==> src/rtl/ntt_controller_if.sv <==
// rtl/ntt_controller_if.sv - control and RAM/ROM address bus of the NTT sequencer
interface ntt_controller_if #(
    parameter int log_n = 8
);
    localparam int stage_w = $clog2(log_n);

    logic               start;
    logic               mode;
    logic               busy;
    logic               done;
    logic               bf_select;
    logic [stage_w-1:0] stage;
    logic               rd_en;
    logic [log_n-1:0]   rd_addr_a;
    logic [log_n-1:0]   rd_addr_b;
    logic [log_n-1:0]   tw_addr;
    logic               wr_en;
    logic [log_n-1:0]   wr_addr_a;
    logic [log_n-1:0]   wr_addr_b;

    modport master (
        input  start, mode,
        output busy, done, bf_select, stage,
        output rd_en, rd_addr_a, rd_addr_b, tw_addr,
        output wr_en, wr_addr_a, wr_addr_b
    );

    modport slave (
        output start, mode,
        input  busy, done, bf_select, stage,
        input  rd_en, rd_addr_a, rd_addr_b, tw_addr,
        input  wr_en, wr_addr_a, wr_addr_b
    );
endinterface

==> src/rtl/ntt_controller.sv <==
// rtl/ntt_controller.sv - in-place radix-2 NTT/INTT sequencer, one butterfly per cycle
module ntt_controller #(
    parameter int log_n = 8,
    parameter int lat   = 2
) (
    input  logic              clk,
    input  logic              rst,
    ntt_controller_if.master  bus
);
    localparam int stage_w = $clog2(log_n);
    localparam int j_w     = log_n - 1;
    localparam int cnt_w   = $clog2(lat + 1);

    typedef enum logic [1:0] {IDLE, ISSUE, DRAIN, DONE} state_t;

    state_t             state;
    logic [stage_w-1:0] s_q;
    logic [j_w-1:0]     j_q;
    logic [cnt_w-1:0]   cnt_q;
    logic               mode_q;
    logic               busy_q;
    logic               done_q;
    logic               rd_en_q;
    logic [log_n-1:0]   ra_q;
    logic [log_n-1:0]   rb_q;
    logic [log_n-1:0]   tw_q;

    logic [lat-1:0]     wen_pipe;
    logic [log_n-1:0]   wa_pipe [lat];
    logic [log_n-1:0]   wb_pipe [lat];

    // Packs {tw, b, a} for butterfly j of stage s; NTT spans shrink, INTT spans grow.
    function automatic logic [3*log_n-1:0] pair_addr(input int s_i, input int j_i, input logic md);
        int k;
        int g;
        int o;
        int a;
        int b;
        int tw;
        k  = md ? s_i : (log_n - 1 - s_i);
        g  = j_i >> k;
        o  = j_i & ((1 << k) - 1);
        a  = (g << (k + 1)) | o;
        b  = a + (1 << k);
        tw = (1 << (log_n - 1 - k)) + g;
        return {tw[log_n-1:0], b[log_n-1:0], a[log_n-1:0]};
    endfunction

    always_ff @(posedge clk) begin
        if (rst) begin
            state   <= IDLE;
            s_q     <= '0;
            j_q     <= '0;
            cnt_q   <= '0;
            mode_q  <= 1'b0;
            busy_q  <= 1'b0;
            done_q  <= 1'b0;
            rd_en_q <= 1'b0;
            ra_q    <= '0;
            rb_q    <= '0;
            tw_q    <= '0;
        end else begin
            case (state)
                IDLE: begin
                    done_q <= 1'b0;
                    if (bus.start) begin
                        mode_q  <= bus.mode;
                        s_q     <= '0;
                        j_q     <= '0;
                        busy_q  <= 1'b1;
                        rd_en_q <= 1'b1;
                        {tw_q, rb_q, ra_q} <= pair_addr(0, 0, bus.mode);
                        state   <= ISSUE;
                    end
                end
                ISSUE: begin
                    if (&j_q) begin
                        rd_en_q <= 1'b0;
                        cnt_q   <= cnt_w'(lat);
                        state   <= DRAIN;
                    end else begin
                        j_q <= j_q + j_w'(1);
                        {tw_q, rb_q, ra_q} <= pair_addr(int'(s_q), int'(j_q) + 1, mode_q);
                    end
                end
                DRAIN: begin
                    cnt_q <= cnt_q - cnt_w'(1);
                    // The final write of this stage lands at the end of this cycle.
                    if (cnt_q == cnt_w'(1)) begin
                        if (s_q == stage_w'(log_n - 1)) begin
                            busy_q <= 1'b0;
                            done_q <= 1'b1;
                            state  <= DONE;
                        end else begin
                            s_q     <= s_q + stage_w'(1);
                            j_q     <= '0;
                            rd_en_q <= 1'b1;
                            {tw_q, rb_q, ra_q} <= pair_addr(int'(s_q) + 1, 0, mode_q);
                            state   <= ISSUE;
                        end
                    end
                end
                DONE: begin
                    done_q <= 1'b0;
                    state  <= IDLE;
                end
                default: state <= IDLE;
            endcase
        end
    end

    // Write-back mirrors the read pair exactly lat cycles later; reset drops in-flight writes.
    always_ff @(posedge clk) begin
        if (rst) begin
            wen_pipe <= '0;
            for (int i = 0; i < lat; i++) begin
                wa_pipe[i] <= '0;
                wb_pipe[i] <= '0;
            end
        end else begin
            for (int i = lat - 1; i > 0; i--) begin
                wen_pipe[i] <= wen_pipe[i-1];
                wa_pipe[i]  <= wa_pipe[i-1];
                wb_pipe[i]  <= wb_pipe[i-1];
            end
            wen_pipe[0] <= rd_en_q;
            wa_pipe[0]  <= ra_q;
            wb_pipe[0]  <= rb_q;
        end
    end

    assign bus.busy      = busy_q;
    assign bus.done      = done_q;
    assign bus.bf_select = mode_q;
    assign bus.stage     = s_q;
    assign bus.rd_en     = rd_en_q;
    assign bus.rd_addr_a = ra_q;
    assign bus.rd_addr_b = rb_q;
    assign bus.tw_addr   = tw_q;
    assign bus.wr_en     = wen_pipe[lat-1];
    assign bus.wr_addr_a = wa_pipe[lat-1];
    assign bus.wr_addr_b = wb_pipe[lat-1];
endmodule

==> src/flat_wrapper.sv <==
// flat-port wrapper written by rule: the top's interface ports become plain ports
module ntt_controller_flat 
#(
    parameter int log_n = 8,
    parameter int lat   = 2
)
  (clk, rst, bus_start, bus_mode, bus_busy, bus_done, bus_bf_select, bus_stage, bus_rd_en, bus_rd_addr_a, bus_rd_addr_b, bus_tw_addr, bus_wr_en, bus_wr_addr_a, bus_wr_addr_b);
  ntt_controller_if #(.log_n(log_n)) bus_i ();
  input  logic clk;
  input  logic rst;
  input wire logic [$bits(bus_i.start)-1:0] bus_start;
  input wire logic [$bits(bus_i.mode)-1:0] bus_mode;
  output wire logic [$bits(bus_i.busy)-1:0] bus_busy;
  output wire logic [$bits(bus_i.done)-1:0] bus_done;
  output wire logic [$bits(bus_i.bf_select)-1:0] bus_bf_select;
  output wire logic [$bits(bus_i.stage)-1:0] bus_stage;
  output wire logic [$bits(bus_i.rd_en)-1:0] bus_rd_en;
  output wire logic [$bits(bus_i.rd_addr_a)-1:0] bus_rd_addr_a;
  output wire logic [$bits(bus_i.rd_addr_b)-1:0] bus_rd_addr_b;
  output wire logic [$bits(bus_i.tw_addr)-1:0] bus_tw_addr;
  output wire logic [$bits(bus_i.wr_en)-1:0] bus_wr_en;
  output wire logic [$bits(bus_i.wr_addr_a)-1:0] bus_wr_addr_a;
  output wire logic [$bits(bus_i.wr_addr_b)-1:0] bus_wr_addr_b;
  assign bus_i.start = bus_start;
  assign bus_i.mode = bus_mode;
  assign bus_busy = bus_i.busy;
  assign bus_done = bus_i.done;
  assign bus_bf_select = bus_i.bf_select;
  assign bus_stage = bus_i.stage;
  assign bus_rd_en = bus_i.rd_en;
  assign bus_rd_addr_a = bus_i.rd_addr_a;
  assign bus_rd_addr_b = bus_i.rd_addr_b;
  assign bus_tw_addr = bus_i.tw_addr;
  assign bus_wr_en = bus_i.wr_en;
  assign bus_wr_addr_a = bus_i.wr_addr_a;
  assign bus_wr_addr_b = bus_i.wr_addr_b;
  ntt_controller #(.log_n(log_n), .lat(lat)) u_core (.clk(clk), .rst(rst), .bus(bus_i));
endmodule
==> config.mk <==
export PLATFORM = sky130hd
export DESIGN_NAME = ntt_controller_flat
export DESIGN_NICKNAME = d
export VERILOG_FILES = /design/src/rtl/ntt_controller_if.sv /design/src/rtl/ntt_controller.sv /design/src/flat_wrapper.sv
export SDC_FILE = /design/constraint.sdc
export NUM_CORES = 1
export LEC_CHECK = 0
export ABC_AREA = 0
export ABC_CLOCK_PERIOD_IN_PS = 8200
export CAP_MARGIN = 0
export CORE_AREA = 5 5 101 93
export DETAILED_ROUTE_END_ITERATION = 8
export DIE_AREA = 0 0 106 98
export GPL_TIMING_DRIVEN = 0
export PLACE_DENSITY = 0.95
export SLEW_MARGIN = 30
export SYNTH_ARGS = -nofsm -noshare
export SYNTH_HDL_FRONTEND = slang
export SYNTH_SLANG_ARGS = --single-unit
==> constraint.sdc <==
create_clock -name clk -period 8.2 [get_ports clk]
set_input_delay 0.82 -clock clk [delete_from_list [all_inputs] [get_ports clk]]
set_output_delay 0.82 -clock clk [all_outputs]
set_load 0.03 [all_outputs]
==> summary.md <==
| Metric | Value |
|---|---|
| Outcome | completed |
| Number of antenna diodes | 0 |
| CTS resizes | 0 |
| Maxcap violations | 0 |
| Setup CP Type | reg2reg |
| Final total power | 1.35 mW |
| Post-synth top area cell | dfxtp_1 |
| Drt initial violations | ~480 |
| R2R cell count | 17 |
| Critical Path RT | ~8.5 ns |
| Worst-path clk slew | 0.09 ns |
| Int Pwr | 0.725 mW |
| Gate power share | between 40 and 50% |
| Core Region | between 8000 and 9000 sq um |
| Overflow after GRT | 0 |
| Ys async rst share | 0% |
| Worst path slowest cell | nor4_1 |
| Worst min path class | reg2reg |
| Slowest stage delay, CP | around 0.8 ns |
| Mean Syn Cell Area | about 8.0 sq um |
| Detail Placement HPWL | roughly 11,000 um |
| Number of vias per cell | roughly 6.3 |
| Finish-stage setup viols | 0 |
| Peak Freq | a little over 0.2 GHz |
| GRT Total Usage | between 20 and 30% |
| Post-synth cell types | between 70 and 80 |
| Largest cells by area after synthesis | dfxtp_1 31%, ha_1 7.8%, a21oi_1 5.1% |
| Clock root buffer | clkbuf_8 |
| Vias | around 5,000 |
| Skew final | 0.00818 ns |
| Die height | about 100 um |
| Peak VDD IR | 0.134 mV |
| Synth Instances | 622 |
| Vias in the first global route | about 4,800 |
| Final Slew Violations | 0 |
| First-pass GRT wire length | approximately 24,000 um |
| Num CTS Buffers | 9 |
| Routed WL | approximately 15,000 um |
| PD cells | approximately 230 nW/um^2 |
| CTS Hold Bufs | 0 |
| Setup TNS | 0 ns |
| WHS | between 0.4 and 0.5 ns |
| Switching power | between 0.6 and 0.7 mW |
| Largest net degree at the start of global routing | 17 |
| Post-synth EDFFs | 0 |
| Drt drc | 0 |
| Crit path capture type | flip-flop |
| Full die area | around 10,000 sq um |
| Drt pass-1 iters | 7 |
| I/O pin count | 52 |
| Most frequent cell on the critical path | ha_1 |
| Placer Congestion | a little under 1 |
| IO buf count | between 50 and 60 |
| Area of the mapped netlist | between 4000 and 5000 sq um |
| Die W | approximately 110 um |
| Final Critical Period | roughly 5.0 ns |
| Seq/Total Area, Yosys | between 30 and 40% |
| Post-DRT Antenna Nets | 0 |
| Routed WL per cell | roughly 19 um |
| Initial antenna violation count | 0 |
| LEAKAGE | 2.36 nW |
| Warnings from Yosys | 0 |
| Seq pwr share | between 30% and 40% |
| Crit start category | flip-flop |
| Buffer depth of the longest clock path | 2 |
| Hold Crit Depth | 1 |
| Nets@finish | 721 |
| Share of layout cells above drive strength 1 | approximately a tenth |
| Max FO, Critical Path | 11 |
| TritonCTS clock tree | done |
| Final Hold Viols | 0 |
| Worst path cell trace | nor2b_2 > nor2_4 > clkbuf_1 > ha_1 > ha_1 > nor4_1 > a2bb2oi_1 > inv_1 > ha_1 > a21o_1 > a21oi_1 > o211ai_1 > o211ai_1 > xnor2_1 > nand4_1 > a311o_1 > nand3_1 |
| Top cells by count, synth | 76 x dfxtp_1, 57 x nor2_1, 51 x nand2_1 |
| H-tree depth | 3 |
| Normalized max-slew margin | a little under two fifths |
| Fin crit share | roughly 61% |
| Critical Path AT | roughly 5.3 ns |
| Synth Register Bits | between 70 and 80 |
| Worst-Skew Late Latency | between 0.3 and 0.4 ns |
| Synthesized Nets | 659 |
| Worst-Margin Slew | 0.927 ns |
| Number of post-CTS setup repair buffers | 0 |
| Clock sink total | 76 |
| Cell with the most instances after synthesis | dfxtp_1 |
| FP Rows | 32 |
| Share of the synthesized area in the top cell type | 30.7% |
| Sw frac | ~46% |
| Top FF cell, synth | dfxtp_1 |
| Initial Util | between 50% and 60% |
| RSZ-0062 raised after global routing | false |
| Synth-to-layout area growth | 16.7% |
| Clock share of power | 20.9% |
sequential cells by signal, summed over array words and instances, names as in the netlist:
register and flops:
u_core.wa_pipe 16, u_core.bus.done 1, u_core.wen_pipe 2, u_core.cnt_q 2, u_core.bus.bf_select 1, u_core.state 2, u_core.bus.rd_addr_a 8, u_core.bus.rd_en 1
u_core.bus.rd_addr_b 8, u_core.j_q 7, u_core.bus.busy 1, u_core.bus.tw_addr 8, u_core.wb_pipe 16, u_core.bus.stage 3
cell usage in the layout, fill, tap and decap left out, drive strengths merged, types with 6 or more instances in the layout:
master,netlist,layout
a21oi,50,50
a21o,6,6
clkdlybuf4s50,0,51
nand4,9,9
nand2b,6,6
a211oi,6,6
o21ai,30,30
inv,28,32
nand3,20,20
ha,31,31
nand2,52,52
a31oi,10,10
buf,36,36
a2bb2oi,7,7
o2bb2ai,8,8
xnor2,12,12
xor2,10,10
nor3,11,11
a22oi,10,10
mux2i,6,6
o211ai,9,9
dfxtp,76,76
nor2b,41,41
clkbuf,18,27
nor2,58,58
metal layers:
metal / routed length [um] / share of wire, % / global-route usage [%] / up-vias
met4: 533 / 3.6 / 13.4 / 0
met1: 6120 / 42 / 38.0 / 2346
met2: 6640 / 45 / 45.1 / 299
met3: 1430 / 9.7 / 6.48 / 55
met5: 0 / 0 / 0 / -
li1: - / - / - / 2319
worst paths after layout:
path                                          from                                    to  slack, ns
hold / removal     u_core.wb_pipe[0][7]$_SDFF_PP0_      u_core.wb_pipe[0][15]$_SDFF_PP0_       0.45
setup reg to reg  u_core.bus.stage[0]$_SDFFE_PP0P_  u_core.bus.rd_addr_b[7]$_SDFFE_PP0P_       3.24
hold reg to reg    u_core.wb_pipe[0][7]$_SDFF_PP0_      u_core.wb_pipe[0][15]$_SDFF_PP0_       0.45
setup / recovery  u_core.bus.stage[0]$_SDFFE_PP0P_  u_core.bus.rd_addr_b[7]$_SDFFE_PP0P_       3.24
power groups by stage:
stage | clock [mW] | sequential [mW] | combinational, mW
final | 0.281 | 0.426 | 0.640
after CTS | 0.280 | 0.425 | 0.618
after global routing | 0.301 | 0.430 | 0.691
after floorplan | 0 | 0.462 | 0.401
after detailed placement | 0 | 0.434 | 0.613
after global placement | 0 | 0.432 | 0.595
logic make-up (layout without fill, tap and decap cells):
kind of cell / Yosys count / count (layout) / synth area share (%)
flip-flops: 76 / 76 / 30.7
AO/OA/AOI/OAI: 175 / 175 / 23.6
XOR/XNOR: 22 / 22 / 4.19
multiplexers: 6 / 6 / 1.21
buffers and inverters: 83 / 150 / 7.93
AND/OR/NAND/NOR: 227 / 227 / 23.7
adder cells (fa/ha/maj): 33 / 33 / 8.64
worst max-delay path, delay by kind of cell, from the launching register on:
kind                     cells  cell delay, ns
AO/OA/AOI/OAI                6            1.40
AND/OR/NAND/NOR              5            1.39
adder cells (fa/ha/maj)      3            0.85
buffers and inverters        2            0.56
flip-flops                   1            0.54
XOR/XNOR                     1            0.17
layout make-up:
cell class | count | area (sq um)
Inverter | 29 | 111
Timing Repair Buffer | 51 | 510
Multi-Input combinational cell | 463 | 3040
Fill cell | 668 | 2550
Sequential cell | 76 | 1520
Buffer | 54 | 282
Tap cell | 102 | 128
Clock buffer | 9 | 124
Clock inverter | 7 | 65.1
per-stage QoR:
step	setup slack, ns	cell area [sq um]	utilization [%]	cells
2_1_floorplan	4.12	4950	-	622
3_3_place_gp	3.49	5590	67.1	775
3_5_place_dp	3.39	5590	67.1	775
4_1_cts	3.35	5780	69.4	791
5_1_grt	2.95	5780	69.4	791
6_report	3.24	5780	69.4	791
Power figures use the tool's default switching activity.
